[config.mk]
export PLATFORM = sky130hd
export DESIGN_NAME = timer_alarm_ctrl_flat
export DESIGN_NICKNAME = d
export VERILOG_FILES = /design/src/rtl/timer_alarm_ctrl_pkg.sv /design/src/rtl/timer_alarm_ctrl_if.sv /design/src/rtl/timer_alarm_ctrl_zero_edge_detect.sv /design/src/rtl/timer_alarm_ctrl.sv /design/src/flat_wrapper.sv
export SDC_FILE = /design/constraint.sdc
export NUM_CORES = 1
export LEC_CHECK = 0
export ABC_AREA = 0
export BUFFER_PORTS_ARGS = -buffer_cell sky130_fd_sc_hd__buf_2
export CAP_MARGIN = 20
export CORE_MARGIN = 2
export CORE_UTILIZATION = 50
export CTS_BUF_LIST = sky130_fd_sc_hd__clkbuf_8
export CTS_CLUSTER_DIAMETER = 80
export DETAILED_ROUTE_END_ITERATION = 16
export GPL_TIMING_DRIVEN = 1
export PLACE_DENSITY_LB_ADDON = 0.12
export SLEW_MARGIN = 5
export SYNTH_ARGS = -nofsm -noshare
export SYNTH_HDL_FRONTEND = slang
export SYNTH_SLANG_ARGS = --single-unit
[constraint.sdc]
create_clock -name clk -period 6.1 [get_ports clk]
set_clock_uncertainty 0.05 [all_clocks]
set_input_delay 0.915 -clock clk [delete_from_list [all_inputs] [get_ports clk]]
set_output_delay 0.915 -clock clk [all_outputs]
set_load 0.02 [all_outputs]
[src/rtl/timer_alarm_ctrl_pkg.sv]
// timer_alarm_pkg: shared FSM state type and default parameters for timer_alarm_ctrl
//   Contents: state_e (IDLE, ARMED, ALARM), Q_W_DEF, CNT_W_DEF, TIMEOUT_DEF
package timer_alarm_pkg;
    typedef enum logic [1:0] {IDLE, ARMED, ALARM} state_e;
    localparam int Q_W_DEF     = 4;
    localparam int CNT_W_DEF   = 8;
    localparam int TIMEOUT_DEF = 16;
endpackage

[src/rtl/timer_alarm_ctrl_if.sv]
// timer_alarm_ctrl_if: timer count / control inputs and alarm status outputs
//   master: drives q, enable, ack, clr_cnt; observes expire, alarm, missed, expire_count, timeout_flag
//   slave : the alarm controller side (directions reversed)
interface timer_alarm_ctrl_if
    import timer_alarm_pkg::*;
#(
    parameter int Q_W   = Q_W_DEF,
    parameter int CNT_W = CNT_W_DEF
);
    logic [Q_W-1:0]   q;
    logic             enable;
    logic             ack;
    logic             clr_cnt;
    logic             expire;
    logic             alarm;
    logic             missed;
    logic [CNT_W-1:0] expire_count;
    logic             timeout_flag;
    modport master (output q, enable, ack, clr_cnt,
                    input  expire, alarm, missed, expire_count, timeout_flag);
    modport slave  (input  q, enable, ack, clr_cnt,
                    output expire, alarm, missed, expire_count, timeout_flag);
endinterface

[src/rtl/timer_alarm_ctrl_zero_edge_detect.sv]
// zero_edge_detect: single-cycle pulse when the timer count arrives at zero
//   Ports: clk, rst_n (sync, active-low), q_i (count value), zero_rise_o (arrival pulse)
//   zero_q resets to 1 so a count already sitting at zero never fires after reset.
module zero_edge_detect #(
    parameter int Q_W = 4
) (
    input  logic           clk,
    input  logic           rst_n,
    input  logic [Q_W-1:0] q_i,
    output logic           zero_rise_o
);
    logic zero, zero_q;
    assign zero = (q_i == '0);
    always_ff @(posedge clk) begin
        if (!rst_n) zero_q <= 1'b1;
        else        zero_q <= zero;
    end
    assign zero_rise_o = zero & ~zero_q;
endmodule

[src/rtl/timer_alarm_ctrl.sv]
// timer_alarm_ctrl: expiry detector with sticky alarm, missed flag and saturating expiry counter
//   Ports: clk, rst_n (sync, active-low), bus (timer_alarm_ctrl_if.slave)
//   Optional: define TIMER_ALARM_TIMEOUT_EN to auto-clear an unacknowledged alarm after
//   TIMEOUT cycles and raise the sticky timeout_flag; otherwise timeout_flag is tied to 0.
module timer_alarm_ctrl
    import timer_alarm_pkg::*;
#(
    parameter int Q_W     = Q_W_DEF,
    parameter int CNT_W   = CNT_W_DEF,
    parameter int TIMEOUT = TIMEOUT_DEF
) (
    input logic                clk,
    input logic                rst_n,
    timer_alarm_ctrl_if.slave  bus
);
    state_e           state_q;
    logic             expire_q, alarm_q, missed_q;
    logic [CNT_W-1:0] cnt_q;
    logic             zero_rise, in_alarm, hit, miss, timeout;

    zero_edge_detect #(.Q_W(Q_W)) u_zero (
        .clk         (clk),
        .rst_n       (rst_n),
        .q_i         (bus.q),
        .zero_rise_o (zero_rise)
    );

    assign in_alarm = (state_q == ALARM);
    // accepted expiry: armed or alarming, and still enabled
    assign hit      = bus.enable & zero_rise & (state_q != IDLE);
    // expiry while the previous one is still unacknowledged
    assign miss     = hit & in_alarm & ~bus.ack;

`ifdef TIMER_ALARM_TIMEOUT_EN
    logic [15:0] wait_q;
    logic        tflag_q;
    // a new expiry restarts the wait, so it also suppresses the timeout that cycle
    assign timeout = in_alarm & bus.enable & ~bus.ack & ~zero_rise & (wait_q == 16'(TIMEOUT - 1));
    always_ff @(posedge clk) begin
        if (!rst_n) begin
            wait_q  <= '0;
            tflag_q <= 1'b0;
        end else begin
            wait_q  <= (in_alarm && !zero_rise) ? wait_q + 16'd1 : '0;
            tflag_q <= bus.clr_cnt ? 1'b0 : (tflag_q | timeout);
        end
    end
    assign bus.timeout_flag = tflag_q;
`else
    logic unused_timeout;
    assign unused_timeout   = (TIMEOUT < 1);
    assign timeout          = 1'b0;
    assign bus.timeout_flag = 1'b0;
`endif

    always_ff @(posedge clk) begin
        if (!rst_n) begin
            state_q  <= IDLE;
            alarm_q  <= 1'b0;
            expire_q <= 1'b0;
            missed_q <= 1'b0;
            cnt_q    <= '0;
        end else begin
            expire_q <= hit;
            missed_q <= bus.clr_cnt ? 1'b0 : (missed_q | miss);
            cnt_q    <= bus.clr_cnt ? '0 : (hit && cnt_q != '1) ? cnt_q + 1'b1 : cnt_q;
            case (state_q)
                IDLE:  if (bus.enable) state_q <= ARMED;
                ARMED: begin
                    if (!bus.enable) state_q <= IDLE;
                    else if (zero_rise) begin
                        state_q <= ALARM;
                        alarm_q <= 1'b1;
                    end
                end
                ALARM: begin
                    if (!bus.enable) begin
                        state_q <= IDLE;
                        alarm_q <= 1'b0;
                    end else if ((bus.ack && !zero_rise) || timeout) begin
                        state_q <= ARMED;
                        alarm_q <= 1'b0;
                    end
                end
                default: begin
                    state_q <= IDLE;
                    alarm_q <= 1'b0;
                end
            endcase
        end
    end

    assign bus.expire       = expire_q;
    assign bus.alarm        = alarm_q;
    assign bus.missed       = missed_q;
    assign bus.expire_count = cnt_q;
endmodule

[src/flat_wrapper.sv]
// flat-port wrapper written by rule: the top's interface ports become plain ports
module timer_alarm_ctrl_flat import timer_alarm_pkg::*;
#(
    parameter int Q_W     = Q_W_DEF,
    parameter int CNT_W   = CNT_W_DEF,
    parameter int TIMEOUT = TIMEOUT_DEF
)
  (clk, rst_n, bus_q, bus_enable, bus_ack, bus_clr_cnt, bus_expire, bus_alarm, bus_missed, bus_expire_count, bus_timeout_flag);
  timer_alarm_ctrl_if #(.Q_W(Q_W), .CNT_W(CNT_W)) bus_i ();
  input logic clk;
  input logic rst_n;
  input wire logic [$bits(bus_i.q)-1:0] bus_q;
  input wire logic [$bits(bus_i.enable)-1:0] bus_enable;
  input wire logic [$bits(bus_i.ack)-1:0] bus_ack;
  input wire logic [$bits(bus_i.clr_cnt)-1:0] bus_clr_cnt;
  output wire logic [$bits(bus_i.expire)-1:0] bus_expire;
  output wire logic [$bits(bus_i.alarm)-1:0] bus_alarm;
  output wire logic [$bits(bus_i.missed)-1:0] bus_missed;
  output wire logic [$bits(bus_i.expire_count)-1:0] bus_expire_count;
  output wire logic [$bits(bus_i.timeout_flag)-1:0] bus_timeout_flag;
  assign bus_i.q = bus_q;
  assign bus_i.enable = bus_enable;
  assign bus_i.ack = bus_ack;
  assign bus_i.clr_cnt = bus_clr_cnt;
  assign bus_expire = bus_i.expire;
  assign bus_alarm = bus_i.alarm;
  assign bus_missed = bus_i.missed;
  assign bus_expire_count = bus_i.expire_count;
  assign bus_timeout_flag = bus_i.timeout_flag;
  timer_alarm_ctrl #(.Q_W(Q_W), .CNT_W(CNT_W), .TIMEOUT(TIMEOUT)) u_core (.clk(clk), .rst_n(rst_n), .bus(bus_i));
endmodule
# ---- Word-level counts from Yosys, hierarchy flattened
# Cells that the tools add are included.
dict set report op_classes {
  eq_ne 8
  reduce_logical 9
  div_mod_pow 0
  mul 0
  muxes 11
  n_shift 0
  add_sub_neg 1
  order_cmp 0
  n_bitwise 10
}
# operator count
set op_table {}
lappend op_table {{2-to-1 mux 2 bit} 5}
lappend op_table {{adder 8 x 1 -> 8 bit (second input constant)} 1}
lappend op_table {{!= test 8 bit (second input constant)} 1}
lappend op_table {{case mux 2 bit (3 select lines)} 1}
lappend op_table {{bitwise AND 1 bit} 5}
lappend op_table {{zero test 4 bit} 1}
lappend op_table {{2-to-1 mux 1 bit} 4}
lappend op_table {{!= test 2 bit (second input constant)} 2}
lappend op_table {{inverter 1 bit} 4}
lappend op_table {{AND reduction 4 bit} 1}
lappend op_table {{!= test 3 x 2 -> 1 bit (second input constant)} 1}
lappend op_table {{!= test 3 bit (second input constant)} 1}
lappend op_table {{case mux 1 bit (3 select lines)} 1}
lappend op_table {{AND reduction 3 bit} 1}
lappend op_table {{equality test 2 x 1 -> 1 bit (second input constant)} 1}
lappend op_table {{equality test 2 bit (second input constant)} 1}
lappend op_table {{logical AND 1 bit} 2}
lappend op_table {{zero test 2 bit} 1}
lappend op_table {{!= test 2 x 1 -> 1 bit (second input constant)} 1}
lappend op_table {{nonzero test 2 bit} 1}
lappend op_table {{OR reduction 2 bit} 1}
lappend op_table {{zero test 1 bit} 1}
lappend op_table {{OR 1 bit} 1}
dict set report word_totals {
  elab_cells 45
  out_inout_bits 12
  latch_bits 0
  in_bits 9
  n_memories 0
  regBits 14
  rom_bits 0
  mem_bits_rw 0
}

# ---- Logic depth before layout (Yosys ltp)
dict set report logic_depth {
  ltp_word 7
  ltp_mapped 6
  mapped_depth_nobuf 5
}

# ---- Modules after synthesis
# A second synthesis with hierarchy kept.
dict set report unflattened {
  cells_unflattened 77
  hier_area_um2 659.4
}
# module seq_area_each_um2 cells_per_inst instances area_per_inst_um2
set modules_own_cells {}
lappend modules_own_cells {timer_alarm_ctrl 260.2 73 1 618.1}
lappend modules_own_cells {zero_edge_detect 20.0 4 1 41.3}

# ---- Least setup slack after synthesis
# OpenSTA, ideal clock, no wires.
dict set report synth_timing {
  kind {in2reg}
  startpoint {input bus_q[1]}
  endpoint {register u_core.cnt_q[3] (netlist: u_core.bus.expire_count[3])}
  arrival_time_ns 2.692
  setup_time_ns 0.070
  setup_slack_ns 3.288
  path_buffers 2
  required_time_ns 5.980
  stages 6
  cell_sequence {or4_4 > buf_6 > or3_4 > buf_6 > or4_1 > a21oi_1}
}
dict set report synth_between {
  elab_chain_cells 5
}
# item line
set synth_rtl {}
lappend synth_rtl {{start: declaration} flat_wrapper.sv:12} ;# input wire logic [$bits(bus_i.q)-1:0] bus_q;
lappend synth_rtl {{zero test 4 bit} timer_alarm_ctrl_zero_edge_detect.sv:13} ;# assign zero = (q_i == '0);
lappend synth_rtl {{bitwise AND 1 bit} timer_alarm_ctrl_zero_edge_detect.sv:18} ;# assign zero_rise_o = zero & ~zero_q;
lappend synth_rtl {{bitwise AND 1 bit (2 in series)} timer_alarm_ctrl.sv:30} ;# assign hit = bus.enable & zero_rise & (state_q != IDLE);
lappend synth_rtl {{logical AND 1 bit} timer_alarm_ctrl.sv:66} ;# cnt_q <= bus.clr_cnt ? '0 : (hit && cnt_q != '1) ? cnt_q + 1'b1 : cnt_q;
lappend synth_rtl {{end signal: assignment} timer_alarm_ctrl.sv:66}
lappend synth_rtl {{end: declaration} timer_alarm_ctrl.sv:18} ;# logic [CNT_W-1:0] cnt_q;
# No other way between the ends.
# A chain may end at the register's enable or synchronous reset.

# ---- Worst setup path after layout
dict set report layout_timing {
  startpoint {input bus_q[1]}
  endpoint {register u_core.cnt_q[7] (netlist: u_core.bus.expire_count[7])}
}
# The elaborated chain is that of the path after synthesis.

==> results.tsv <==
metric	value	unit
Skew-Pair Late Insertion Delay	0.25	ns
Area contributors post-synth	dfxtp_1 41%, a21oi_1 4.4%, nor2_1 3.9%, o41ai_1 3.9%, buf_6 3.3%	
worst hold start	u_core.bus.missed$_SDFF_PP0_	
R2R setup slack	4.34	ns
RePlAce Congestion	0.897	
global-route wire length before repair	2310	µm
DRT iter0 DRCs	4	
total track usage	21.3	%
initial antenna violation count	0	
worst vdd ir	0.118	mV
Die Area	1670	µm²
root buffer cell	clkbuf_8	
# Post-CTS Setup Buffers	0	
drt via density	5.79	
DP Area	761	µm²
most crowded layer after global routing	met1	
register area	280	µm²
Post-CTS Resized	0	
post-route clock period utilization	42.5	%
Req. time, crit path	6.22	ns
area of the multi-input gates	355	µm²
Synth Cell Area	681	µm²
mean area per synthesized cell	8.73	µm²
#FFs+latches synth	14	
average wire per standard cell	12.4	µm
final net count	108	
FMAX	385	MHz
hpwl dp	1010	µm
RSZ-0062 raised after global routing	false	
vias in the first global route	544	
IO Port Bufs	19	
design area	816	µm²
Hold Path Stages	2	
clk slew on worst S/H paths	0.06	ns
DP Worst Slack	3.26	ns
Total Wirelength	1390	µm
largest net degree at the start of global routing	11	
I/O pin cnt	21	
pwr dens	237	nW/µm²
synth cell count leaders	14 x dfxtp_1, 7 x nor2_1, 6 x a21oi_1	
die height	40.9	µm
worst-path fanout max	10	
outcome	completed	
number of synthesized flops with an enable pin	0	
final setup fails	0	
Synthesized Nets	88	
via count	649	
fin crit period	2.59	ns
Async S/R FF share, synth	0	%
Max clock buf depth	2	
register area share after synthesis	41.2	%
Die X	40.9	µm
Worst setup EP type	flip-flop	
num rows	13	
hold_buf cts	0	
M2 GR Usage	29.7	%
Layout area overhead	19.9	%
CP arrival	2.72	ns
Fill cells	120	
Final Util	63.5	%
WHS Endpoint	u_core.bus.missed$_SDFF_PP0_	
Min-Delay Path Class	reg2reg	
Synth top area share	41.2	%
startpoint types	input pin	
H-tree levels	1	
setup_tns	0	ns
Netlist cell types	33	
post-synth top area cell	dfxtp_1	
kind of critical path	in2reg	
number of clock sinks	14	
Post-Synthesis Cells	78	
Inserted Clock Buffers	3	
Ys Warns	0	
worst flop-to-flop path endpoint	u_core.bus.expire_count[3]$_SDFFE_PP0P_	
gr ovfl total	0	
relative slew slack	65.4	%
starting density of the core	53.0	%
fin worst setup slack	3.51	ns
Design Power	193	µW
met1 Resource Use GR	30.4	%
depth of the most critical reg-to-reg path	5	
share of layout cells above drive strength 1	25.8	%
drt drc	0	
Final Hold Fails	0	
GRT met3 Usage	4.89	%
worst-margin pin slew	0.516	ns
Crit Reg-Reg Startpoint	u_core.bus.expire_count[0]$_SDFFE_PP0P_	
post-route ant nets	0	
Slew Viols, Final	0	
Antenna diodes	0	
CTS tree	built	
Leakage	0.331	nW
main flop type after synthesis	dfxtp_1	
max_cap viols	0	
core area	1280	µm²
drt pass-1 iters	4	
count leader, synth	dfxtp_1	
registers in the layout, indices dropped and copies added (netlist names):
signal / count
u_core.bus.expire: 1
u_core.state_q: 2
u_core.bus.expire_count: 8
u_core.bus.alarm: 1
u_core.bus.missed: 1
u_core.u_zero.zero_q: 1
power breakdown:
part           leakage, nW  internal, mW  switching [mW]
clock               0.0288        0.0571          0.0342
combinational        0.189       0.00347         0.00546
sequential           0.113        0.0923        0.000854
total                0.331         0.153          0.0405
final cells by class:
| class | count | share of cell area [%] |
|---|---|---|
| multi-input cells | 57 | 43.6 |
| flip-flops and latches | 14 | 34.4 |
| clock buffers | 4 | 6.75 |
| inverters | 3 | 1.38 |
| repair buffers | 19 | 11.7 |
| well taps | 15 | 2.30 |
routing by layer:
| layer | vias to the layer above | routed length (µm) |
|---|---|---|
| li1 | 336 | - |
| met5 | - | 0 |
| met1 | 290 | 728 |
| met3 | 4 | 78 |
| met2 | 19 | 561 |
| met4 | 0 | 21 |
placed cells by master, fill, tap and decap left out, drive strengths merged:
cell type,n
o41ai,3
conb,1
nor2b,2
o311a,1
nor2,7
a21oi,6
dfxtp,14
nand2b,3
nor3,2
nor4,3
nand3,4
or4,3
a41o,1
o31ai,1
a31oi,2
clkbuf,4
o22a,1
or3,2
and4,1
nand4b,1
o311ai,1
nand4,2
nand2,3
inv,3
ha,1
o21ai,4
and3,1
a211oi,1
buf,19
metrics by stage:
| step | std cells | hold WS, ns |
|---|---|---|
| detailed placement | 108 | 0.405 |
| global placement | 108 | 0.399 |
| floorplan | 78 | 0.405 |
| finish | 112 | 0.415 |
| CTS | 112 | 0.426 |
| global route | 112 | 0.468 |
cells by family after synthesis:
logic type                 after synthesis  share of synthesized area [%]
adders and majority gates                1                           1.84
other                                    1                          0.551
AOI/OAI and AO/OA                       21                           20.8
buffers and inverters                    7                           6.62
and+or+nand+nor                         34                           29.0
DFF                                     14                           41.2
worst max-delay path, cell delays in order:
cell     delay (ns)
buf_2          0.10
or4_4          0.58
or3_4          0.46
or4_1          0.51
a21oi_1        0.15
worst max path at each step:
stage                        start                                 endpoint  cells past startpoint
final                     bus_q[1]  u_core.bus.expire_count[7]$_SDFFE_PP0P_                      5
after global routing      bus_q[1]  u_core.bus.expire_count[7]$_SDFFE_PP0P_                      5
after CTS                 bus_q[1]  u_core.bus.expire_count[7]$_SDFFE_PP0P_                      5
after detailed placement  bus_q[1]  u_core.bus.expire_count[7]$_SDFFE_PP0P_                      5
after global placement    bus_q[1]  u_core.bus.expire_count[3]$_SDFFE_PP0P_                      5
after floorplan           bus_q[1]  u_core.bus.expire_count[3]$_SDFFE_PP0P_                      6
(Power assumes the default switching activity.)
